### config.mk
export PLATFORM = sky130hd
export DESIGN_NAME = quarter_sine_dds
export DESIGN_NICKNAME = d
export VERILOG_FILES = /design/src/rtl/dds_pkg.sv /design/src/rtl/quarter_sine_rom.sv /design/src/rtl/quarter_sine_dds.sv
export SDC_FILE = /design/constraint.sdc
export NUM_CORES = 1
export LEC_CHECK = 0
export BUFFER_PORTS_ARGS = -buffer_cell sky130_fd_sc_hd__clkbuf_2
export CORE_MARGIN = 4
export CORE_UTILIZATION = 29
export DETAILED_ROUTE_END_ITERATION = 8
export HOLD_SLACK_MARGIN = 0.1
export PLACE_DENSITY = 0.49
export SLEW_MARGIN = 20
export SYNTH_ARGS = -nofsm -noshare
export SYNTH_HDL_FRONTEND = slang
export SYNTH_SLANG_ARGS = --single-unit
export TNS_END_PERCENT = 5
### constraint.sdc
create_clock -name i_clk -period 2.5 [get_ports i_clk]
set_input_delay 0.125 -clock i_clk [delete_from_list [all_inputs] [get_ports i_clk]]
set_output_delay 0.125 -clock i_clk [all_outputs]
set_load 0.01 [all_outputs]
### src/rtl/dds_pkg.sv
// -----------------------------------------------------------------------------
// dds_pkg
// Shared definitions for the quarter-wave DDS sine source.
//   quadrant_e     : which quarter of the full wave a phase index falls in
//   midpoint()     : offset-binary zero level for a given sample width
//   amplitude()    : peak table value for a given sample width
//   tableFileName(): name of the script-generated table image for a geometry
//   quarterSine()  : round(A * sin(2*pi*(k+0.5)/2^addrW)) in pure integer math
// -----------------------------------------------------------------------------
package dds_pkg;

   // Quadrant of the full wave, taken from the top two bits of the phase index.
   typedef enum logic [1:0] {
      Q_RISE  = 2'd0,
      Q_FALL  = 2'd1,
      Q_NRISE = 2'd2,
      Q_NFALL = 2'd3
   } quadrant_e;

   // pi with 60 fractional bits (hex expansion 3.243F6A8885A308D...).
   localparam logic [127:0] PI_Q60 = 128'h3243F6A8885A308D;

   // Taylor terms used by quarterSine; twelve terms leave the error far
   // below one part in 2^40 over the whole quarter wave.
   localparam int TAYLOR_TERMS = 12;

   // Offset-binary zero level: 2^(outW-1).
   function automatic logic [63:0] midpoint(input int outW);
      return 64'd1 << (outW - 1);
   endfunction

   // Peak table magnitude: 2^(outW-1) - 1, so the positive half never
   // overflows the sample word.
   function automatic logic [63:0] amplitude(input int outW);
      return (64'd1 << (outW - 1)) - 64'd1;
   endfunction

   // Name of the table image produced by the generator script.
   function automatic string tableFileName(input int addrW, input int outW);
      return $sformatf("quarter_sine_%0d_%0d.hex", addrW, outW);
   endfunction

   // One quarter-wave table entry, evaluated at elaboration time with
   // fixed-point arithmetic (60 fractional bits) so no real math reaches
   // the netlist. theta = pi*(2k+1)/2^addrW stays below pi/2, where every
   // partial sum of the sine series is positive, so unsigned math is safe.
   function automatic logic [63:0] quarterSine(input int k, input int addrW,
                                               input logic [63:0] ampl);
      logic [127:0] theta;
      logic [127:0] theta2;
      logic [127:0] term;
      logic [127:0] sum;
      logic [127:0] scaled;
      theta  = (PI_Q60 * 128'(2 * k + 1)) >> addrW;
      theta2 = (theta * theta) >> 60;
      term   = theta;
      sum    = theta;
      for (int n = 1; n <= TAYLOR_TERMS; n++) begin
         term = ((term * theta2) >> 60) / 128'((2 * n) * (2 * n + 1));
         if ((n % 2) == 1) begin
            sum = sum - term;
         end else begin
            sum = sum + term;
         end
      end
      scaled = ((128'(ampl) * sum) + (128'd1 << 59)) >> 60;
      return 64'(scaled);
   endfunction

endpackage

### src/rtl/quarter_sine_rom.sv
// -----------------------------------------------------------------------------
// quarter_sine_rom
// Quarter-wave sine table with a registered read port. Entry k holds
// round(A * sin(2*pi*(k+0.5)/2^(AW+2))) with A = 2^DW - 1.
// Ports:
//   i_clk  : clock, read address sampled on the rising edge
//   i_addr : table index k (already mirrored by the caller)
//   o_data : table value, valid one cycle after i_addr
// -----------------------------------------------------------------------------
module quarter_sine_rom
   import dds_pkg::*;
#(
   parameter int AW = 6,
   parameter int DW = 15
) (
   input  logic          i_clk,
   input  logic [AW-1:0] i_addr,
   output logic [DW-1:0] o_data
);

   localparam int         DEPTH = 1 << AW;
   localparam logic [63:0] AMPL = amplitude(DW + 1);

   logic [DW-1:0] w_table [DEPTH];
   logic [DW-1:0] r_data;

   // Every entry is a constant computed at elaboration, so the table folds
   // into a ROM without needing an external image file in the build.
   for (genvar g = 0; g < DEPTH; g++) begin : genEntry
      localparam logic [63:0] ENTRY = quarterSine(g, AW + 2, AMPL);
      assign w_table[g] = DW'(ENTRY);
   end

   // Registered read; no reset needed because the caller qualifies the
   // data with its own pipeline valid bit.
   always_ff @(posedge i_clk) begin
      r_data <= w_table[i_addr];
   end

   assign o_data = r_data;

endmodule

### src/rtl/quarter_sine_dds.sv
// -----------------------------------------------------------------------------
// quarter_sine_dds
// Direct digital synthesis sine source. A phase accumulator indexes a
// quarter-wave table; the full wave is rebuilt by mirroring the index and
// applying the sign around the offset-binary midpoint.
// Ports:
//   i_clk          : single clock, rising edge
//   i_reset        : synchronous, active-high
//   i_enable       : advance the accumulator and launch one sample
//   i_load         : capture i_freq_word and i_phase_offset
//   i_freq_word    : phase increment per enabled cycle
//   i_phase_offset : added to the accumulator before lookup
//   i_sync         : clear the accumulator, suppresses launch that edge
//   o_sample       : offset-binary sine sample (holds between valid cycles)
//   o_out_valid    : o_sample is new this cycle
//   o_wrap         : with o_out_valid, last sample before accumulator overflow
// Latency: a launch at edge t shows o_out_valid after edge t+2.
// -----------------------------------------------------------------------------
module quarter_sine_dds
   import dds_pkg::*;
#(
   parameter int PHASE_W = 24,
   parameter int ADDR_W  = 8,
   parameter int OUT_W   = 16
) (
   input  logic               i_clk,
   input  logic               i_reset,
   input  logic               i_enable,
   input  logic               i_load,
   input  logic [PHASE_W-1:0] i_freq_word,
   input  logic [PHASE_W-1:0] i_phase_offset,
   input  logic               i_sync,
   output logic [OUT_W-1:0]   o_sample,
   output logic               o_out_valid,
   output logic               o_wrap
);

   localparam int               KW     = ADDR_W - 2;
   localparam int               QW     = OUT_W - 1;
   localparam logic [OUT_W-1:0] MID    = OUT_W'(midpoint(OUT_W));
   localparam logic [OUT_W-1:0] MID_M1 = MID - 1'b1;

   // Control registers and accumulator
   logic [PHASE_W-1:0] r_acc;
   logic [PHASE_W-1:0] r_freq;
   logic [PHASE_W-1:0] r_off;
   logic [PHASE_W-1:0] w_accNext;
   logic               w_carry;
   logic               w_launch;

   // Launch-side decode
   logic [ADDR_W-1:0]  w_idx;
   quadrant_e          w_quad;
   logic [KW-1:0]      w_kRaw;
   logic [KW-1:0]      w_kMirror;
   logic               w_neg;

   // Pipeline stages
   logic               r_s1Valid;
   logic               r_s1Neg;
   logic               r_s1Wrap;
   logic [KW-1:0]      r_s1K;
   logic               r_s2Valid;
   logic               r_s2Neg;
   logic               r_s2Wrap;
   logic [QW-1:0]      w_romData;
   logic [OUT_W-1:0]   w_posSample;
   logic [OUT_W-1:0]   w_negSample;
   logic [OUT_W-1:0]   r_sample;
   logic               r_outValid;
   logic               r_wrap;

   // The carry out of the accumulator add marks the final sample of a turn.
   assign {w_carry, w_accNext} = {1'b0, r_acc} + {1'b0, r_freq};

   // Sync wins over enable: the accumulator is being re-zeroed, so the
   // phase it currently holds is not a meaningful launch.
   assign w_launch = i_enable & ~i_sync;

   // Only the top ADDR_W bits of the offset phase select a table step.
   assign w_idx  = ADDR_W'((r_acc + r_off) >> (PHASE_W - ADDR_W));
   assign w_quad = quadrant_e'(w_idx[ADDR_W-1 -: 2]);
   assign w_kRaw = w_idx[KW-1:0];
   assign w_neg  = (w_quad == Q_NRISE) || (w_quad == Q_NFALL);

   // Falling quarters read the table backwards. Because entries sit at
   // half-step positions, ~k lands exactly on the mirrored point.
   always_comb begin
      w_kMirror = w_kRaw;
      unique case (w_quad)
         Q_RISE, Q_NRISE: w_kMirror = w_kRaw;
         Q_FALL, Q_NFALL: w_kMirror = ~w_kRaw;
      endcase
   end

   // Control registers and phase accumulator. load and sync are
   // independent, so both may take effect on the same edge.
   always_ff @(posedge i_clk) begin
      if (i_reset) begin
         r_acc  <= '0;
         r_freq <= '0;
         r_off  <= '0;
      end else begin
         if (i_load) begin
            r_freq <= i_freq_word;
            r_off  <= i_phase_offset;
         end
         if (i_sync) begin
            r_acc <= '0;
         end else if (i_enable) begin
            r_acc <= w_accNext;
         end
      end
   end

   // Stage 1 captures the mirrored index, the half-wave sign and the wrap
   // flag; stage 2 carries sign/wrap alongside the registered table read.
   always_ff @(posedge i_clk) begin
      if (i_reset) begin
         r_s1Valid <= 1'b0;
         r_s1Neg   <= 1'b0;
         r_s1Wrap  <= 1'b0;
         r_s1K     <= '0;
         r_s2Valid <= 1'b0;
         r_s2Neg   <= 1'b0;
         r_s2Wrap  <= 1'b0;
      end else begin
         r_s1Valid <= w_launch;
         r_s1Neg   <= w_neg;
         r_s1Wrap  <= w_carry;
         r_s1K     <= w_kMirror;
         r_s2Valid <= r_s1Valid;
         r_s2Neg   <= r_s1Neg;
         r_s2Wrap  <= r_s1Wrap;
      end
   end

   quarter_sine_rom #(
      .AW (KW),
      .DW (QW)
   ) uRom (
      .i_clk  (i_clk),
      .i_addr (r_s1K),
      .o_data (w_romData)
   );

   // Negative half sits one code below the midpoint so the two halves are
   // exact complements: pos + neg = 2^OUT_W - 1 for equal magnitudes.
   assign w_posSample = MID + OUT_W'(w_romData);
   assign w_negSample = MID_M1 - OUT_W'(w_romData);

   // Stage 3: apply sign. The sample register only updates on valid
   // cycles so the output holds through enable gaps.
   always_ff @(posedge i_clk) begin
      if (i_reset) begin
         r_sample   <= MID;
         r_outValid <= 1'b0;
         r_wrap     <= 1'b0;
      end else begin
         r_outValid <= r_s2Valid;
         r_wrap     <= r_s2Valid & r_s2Wrap;
         if (r_s2Valid) begin
            r_sample <= r_s2Neg ? w_negSample : w_posSample;
         end
      end
   end

   assign o_sample    = r_sample;
   assign o_out_valid = r_outValid;
   assign o_wrap      = r_wrap;

endmodule
==> results of run 1 <==
==> registers in the layout, indices dropped and copies added (netlist names) <==
signal	cells
r_acc	24
o_sample	16
r_s2Wrap	1
r_s1Wrap	1
r_off	24
r_s2Valid	1
o_wrap	1
r_s2Neg	1
r_s1Valid	1
r_freq	24
uRom.o_data	15
r_s1Neg	1
o_out_valid	1
r_s1K	6
==> layout by cell type, fill, tap and decap left out, drive strengths merged, types with 48 or more instances in the layout <==
cell type      n
nor2         121
a21oi         64
buf           73
clkbuf        91
dfxtp        117
o21ai         59
dlygate4sd3   48
mux2i         63
ha            61
nand2         51
==> power by group <==
part / switching (W) / internal, W
Clock: 0.000912 / 0.00157
Sequential: 0.000103 / 0.00202
Combinational: 0.000669 / 0.000594
==> metrics by stage <==
stage	cell area, um^2	TNS [ps]
floorplan	7410	0
global placement	8530	-536
detailed placement	8530	-585
CTS	9740	-6.00
global route	9830	-652
finish	9830	0
==> Yosys cell counts (9+ instances only) <==
cell,instances,area share
a21oi_1,63,0.043
nor2b_1,13,0.011
nand2_1,51,0.026
ha_1,61,0.10
inv_1,18,0.0091
o21ai_0,59,0.040
a211oi_1,32,0.033
buf_1,12,0.0061
xnor2_1,23,0.027
or3_1,9,0.0076
a21o_1,13,0.013
a31oi_1,11,0.0093
clkbuf_1,44,0.022
mux2i_1,63,0.085
dfxtp_1,117,0.32
nor3_1,19,0.013
nor2_1,121,0.061
nand3_1,13,0.0088
==> worst max-delay path, stage by stage (launching register included) <==
cell and delay [ps]:
dfxtp_1 320, ha_1 320, nand3_2 100, or4_1 520, a211o_1 330, o2111ai_4 100, a211oi_4 130, or4_1 480
a21oi_1 120
==> cells by family after synthesis <==
kind of cell / count (synthesis)
flip-flops: 117
XOR/XNOR: 31
buffers and inverters: 74
AO/OA/AOI/OAI: 253
adder cells (fa/ha/maj): 62
AND/OR/NAND/NOR: 268
multiplexers: 71
==> routing by layer <==
metal  share of wire  GRT usage  wire length [um]
met1            0.50      0.199              9940
met2            0.45      0.226              8970
met3           0.040     0.0248               795
met4           0.018     0.0480               357
met5               0          0                 0
==> final timing paths <==
| kind | startpoint | endpoint | slack [ps] | depth (start not counted) |
|---|---|---|---|---|
| worst max register to register | r_off[9] | r_s1K[3] | 10 | 8 |
| worst min register to register | r_s2Wrap | o_wrap | 430 | 1 |
| worst max-delay path | r_off[9] | r_s1K[3] | 10 | 8 |
| worst min-delay path | i_sync | r_acc[9] | 170 | 4 |
==> layout make-up <==
type | instances | area (um^2)
clock inverter | 10 | 121
timing repair buffer | 191 | 1430
clock buffer | 21 | 480
sequential | 117 | 2340
multi-input combinational | 685 | 4970
tap | 330 | 413
inverter | 18 | 67.6
fill | 2588 | 15300
==> what timing repair did <==
action / CTS / global route
hold buffers: 48 / 0
endpoints found under the hold margin: 48 / 0
resized for setup: 17 / 15
cloned: 0 / 0
endpoints found under the setup margin: 8 / 12
buffers inserted: 3 / 1
pin swaps: 12 / 14
==> results.cfg, run 1 <==
[clock_tree]
cts_tree = built
cts-root-buf = clkbuf_16
numCtsBuffers = 17
h-tree-depth = 4
cts.sinks = 117
clock_latency_ps = 420
clk_pin_slew_ps = 60
clockBufferDepth = 2

[layout]
drive_gt1_frac = 0.215
area_delta_synth_final_pct = 33.1
instances_no_fill = 1372
final_core_util = 0.392
num-nets-final = 1145
antenna_cells = 0

[worst_hold_path]
hp-class = input pin to register

[worst_setup_path]
critPathCaptureType = register
crit_path_max_fanout = 7
criticalPathCategory = register to register
worstPathArrival_ps = 2830
startpoint_type = register
cp.required_ps = 2850

[place]
hpwl_um = 14300
portBuffers = 70
dp.cells = 1289
place_worst_setup_slack_ps = -233
place_congestion = 0.874

[synthesis]
syn_avg_cell_area_um2 = 8.43
synth-simple-area-share = 0.168
synth_compound_area_frac = 0.226
synthCells = 876
ys_seq_elements = 117
synth_fp_nets = 991
synthMuxAreaShare = 0.108
async_reset_ff_frac = 0
synthXorXnorAreaFrac = 0.0368
ys_warn_count = 0
netlist_area_um2 = 7390
ys_seq_area_frac = 0.317
ys.flop_type = dfxtp_1
synth_fa_ha_area_frac = 0.106
synth_top_family_by_area = compound AO/OA/AOI/OAI gates
synth-edff-count = 0
synthDistinctLibCells = 70

[detailed_routing]
drt_wl_total_um = 20100
vias = 6813
drtPass1Iterations = 5
wl_per_cell_um = 14.6
antenna_left = 0
viasPerCell = 4.97
drc_errors = 0
dr.first_iter.drc_count = 358

[power_and_ir_drop]
vdd_drop_max_uv = 419
total_power_w = 0.00587
power.density_nw_per_um2 = 597
p_leak_nw = 4.30

[global_routing]
grt_pass1_vias = 6585
grt_max_degree = 80
antenna_found_initial = 0
grt_pass1_wl_um = 33300
grt_overflow = 0
grt_usage = 0.143

[sta]
setup_viol = 0
slew_headroom = 0.450
slew_viol_final = 0
finalHoldViolCount = 0
setup_ws_ps = 11.2
fin_hold_ws_ps = 173
rsz0062_at_grt = true
clock_skew_ps = 12.0
fin_crit_sh = 0.996
max_freq_mhz = 402
worst_pin_slew_ps = 825
final.min_clock_period_ps = 2490

[floorplan]
rows = 58
die_h_um = 168
io_pins = 71
dieArea_um2 = 28100
start_util = 0.294
core_um2 = 25100
die_w_um = 168

[run_status]
status = finished clean

[job]
drv_cap = 0
No activity file was read; power rests on OpenSTA's default activity.
==> run 2: changes to the inputs <==
- CTS_BUF_LIST: default -> sky130_fd_sc_hd__clkbuf_8
==> run 2 against run 1 <==
  * Clock power decreased by 27%
  * Core utilization decreased by 0.76 points
  * Design area is 1.9% lower
  * Global-route usage hardly changed
  * Die area unchanged
  * Critical endpoint is now r_s1K[0]
  * Sequential share of layout area grew 0.48 points
  * Clock-buffer cell count did not move
  * Clock skew up 3.2 ps
  * First-iteration DRC count rose by 7.8%
==> results.cfg, run 2 (synthesized netlist as in run 1, its figures left out) <==
[sta]
clock_skew_ps = 15.2
finalHoldViolCount = 0
fin_hold_ws_ps = 157
max_freq_mhz = 402
setup_ws_ps = 13.9
fin_crit_sh = 0.994
final.min_clock_period_ps = 2490
setup_viol = 0
slew_viol_final = 0
rsz0062_at_grt = true
worst_pin_slew_ps = 824
slew_headroom = 0.450

[place]
place_worst_setup_slack_ps = -233
place_congestion = 0.874
hpwl_um = 14300
portBuffers = 70
dpl_cell_area_um2 = 8530

[worst_setup_path]
r2r_slack_ps = 10
criticalPathCategory = register to register
crit_top_cell = or4_1
reg2reg_depth = 8
path_cells = ha_1 > nand3_2 > or4_1 > a211o_1 > o2111ai_4 > a211oi_4 > or4_1 > a21oi_1
crit_end = r_s1K[0]
critical-path-max-stage-delay_ps = 520
startpoint_type = register
crit_path_max_fanout = 7
cp.required_ps = 2870
crit_start = r_off[9]
worstPathArrival_ps = 2860
critPathSlowestCell = or4_1
critPathCaptureType = register
r2r_start = r_off[9]
worstReg2RegEnd = r_s1K[0]

[floorplan]
die_h_um = 168
die_w_um = 168
rows = 58
io_pins = 71
core_um2 = 25100
start_util = 0.294
dieArea_um2 = 28100

[layout]
final_area_um2 = 9640
final_core_util = 0.384
area_delta_synth_final_pct = 30.6
top_regs = r_acc: 24 flops, r_freq: 24 flops, r_off: 24 flops
antenna_cells = 0
final_common_cell = nor2_1
num-nets-final = 1145
drive_gt1_frac = 0.216
final_cell_mix = 121 x nor2_1, 114 x dfxtp_1, 70 x clkbuf_2

[job]
drv_cap = 0

[run_status]
status = finished clean

[global_routing]
grt_use_met1 = 0.199
grt_pass1_vias = 6546
antenna_found_initial = 0
grtUsageMet2 = 0.225
grt_max_degree = 80
grt_overflow = 0
grt_usage = 0.144
gr-usage-met3 = 0.0293
busiest_layer = met2
grt_pass1_wl_um = 33200

[clock_tree]
clk_pin_slew_ps = 70
cts_tree = built
h-tree-depth = 4
numCtsBuffers = 17
cts-root-buf = clkbuf_8
cts.sinks = 117
clockBufferDepth = 2
clock_latency_ps = 440

[detailed_routing]
drtPass1Iterations = 5
drc_errors = 0
wl_per_cell_um = 14.6
vias = 6829
dr.first_iter.drc_count = 386
drt_wl_total_um = 20000
antenna_left = 0
viasPerCell = 4.98

[worst_hold_path]
whs_path_depth = 4
hp-class = input pin to register

[power_and_ir_drop]
p_leak_nw = 4.21
pwr-share-seq = 0.408
vdd_drop_max_uv = 303
p_int_w = 0.00360
netSwitchingFraction = 0.306
p_switching_w = 0.00159
total_power_w = 0.00520
p_comb_frac = 0.243
pwr-share-clk = 0.349
power.density_nw_per_um2 = 539
run 2: what timing repair did:
item	4_1_cts	5_1_grt
hold endpoints to repair	48	0
cloned	0	0
pin swaps	13	14
hold buffers	48	0
setup buffers	4	0
setup endpoints to repair	8	12
resized for setup	16	17
run 2: cell type report:
| type | instances | area (um^2) |
|---|---|---|
| Multi-Input combinational cell | 685 | 4970 |
| Tap cell | 330 | 413 |
| Inverter | 18 | 67.6 |
| Clock buffer | 21 | 289 |
| Timing Repair Buffer | 191 | 1430 |
| Clock inverter | 10 | 121 |
| Fill cell | 2595 | 15500 |
| Sequential cell | 117 | 2350 |
run 2: stage by stage:
stage / instances / TNS [ps]
global route: 1372 / -678
floorplan: 876 / 0
finish: 1372 / 0
detailed placement: 1289 / -585
CTS: 1372 / -6.37
global placement: 1289 / -536
run 2: worst min path at each step:
stage                     slack (ps)        end         startpoint
after floorplan                  270   r_off[0]  i_phase_offset[0]
after global placement           360  r_freq[8]     i_freq_word[8]
after detailed placement         370   r_off[7]  i_phase_offset[7]
after CTS                        110   r_acc[9]             i_sync
after global routing             150  r_acc[16]             i_sync
final                            160   r_acc[9]             i_sync
run 2: power groups by stage:
stage	Combinational (W)	Clock (W)	Sequential, W
after floorplan	0.000849	0	0.00213
after global placement	0.00118	0	0.00216
after detailed placement	0.00118	0	0.00216
after CTS	0.00125	0.00189	0.00212
after global routing	0.00141	0.00197	0.00214
final	0.00126	0.00181	0.00212
run 2: layer usage:
metal  share of wire  vias up
met3           0.040       25
met4           0.016        0
met5               0        -
met2            0.45      162
li1                -     3537
met1            0.50     3105
run 2: critical path: cells and delay by family (launching register included):
kind,cells,cell delay (ps)
DFF,1,320
adders and majority gates,1,320
and+or+nand+nor,3,1100
AOI/OAI and AO/OA,4,690
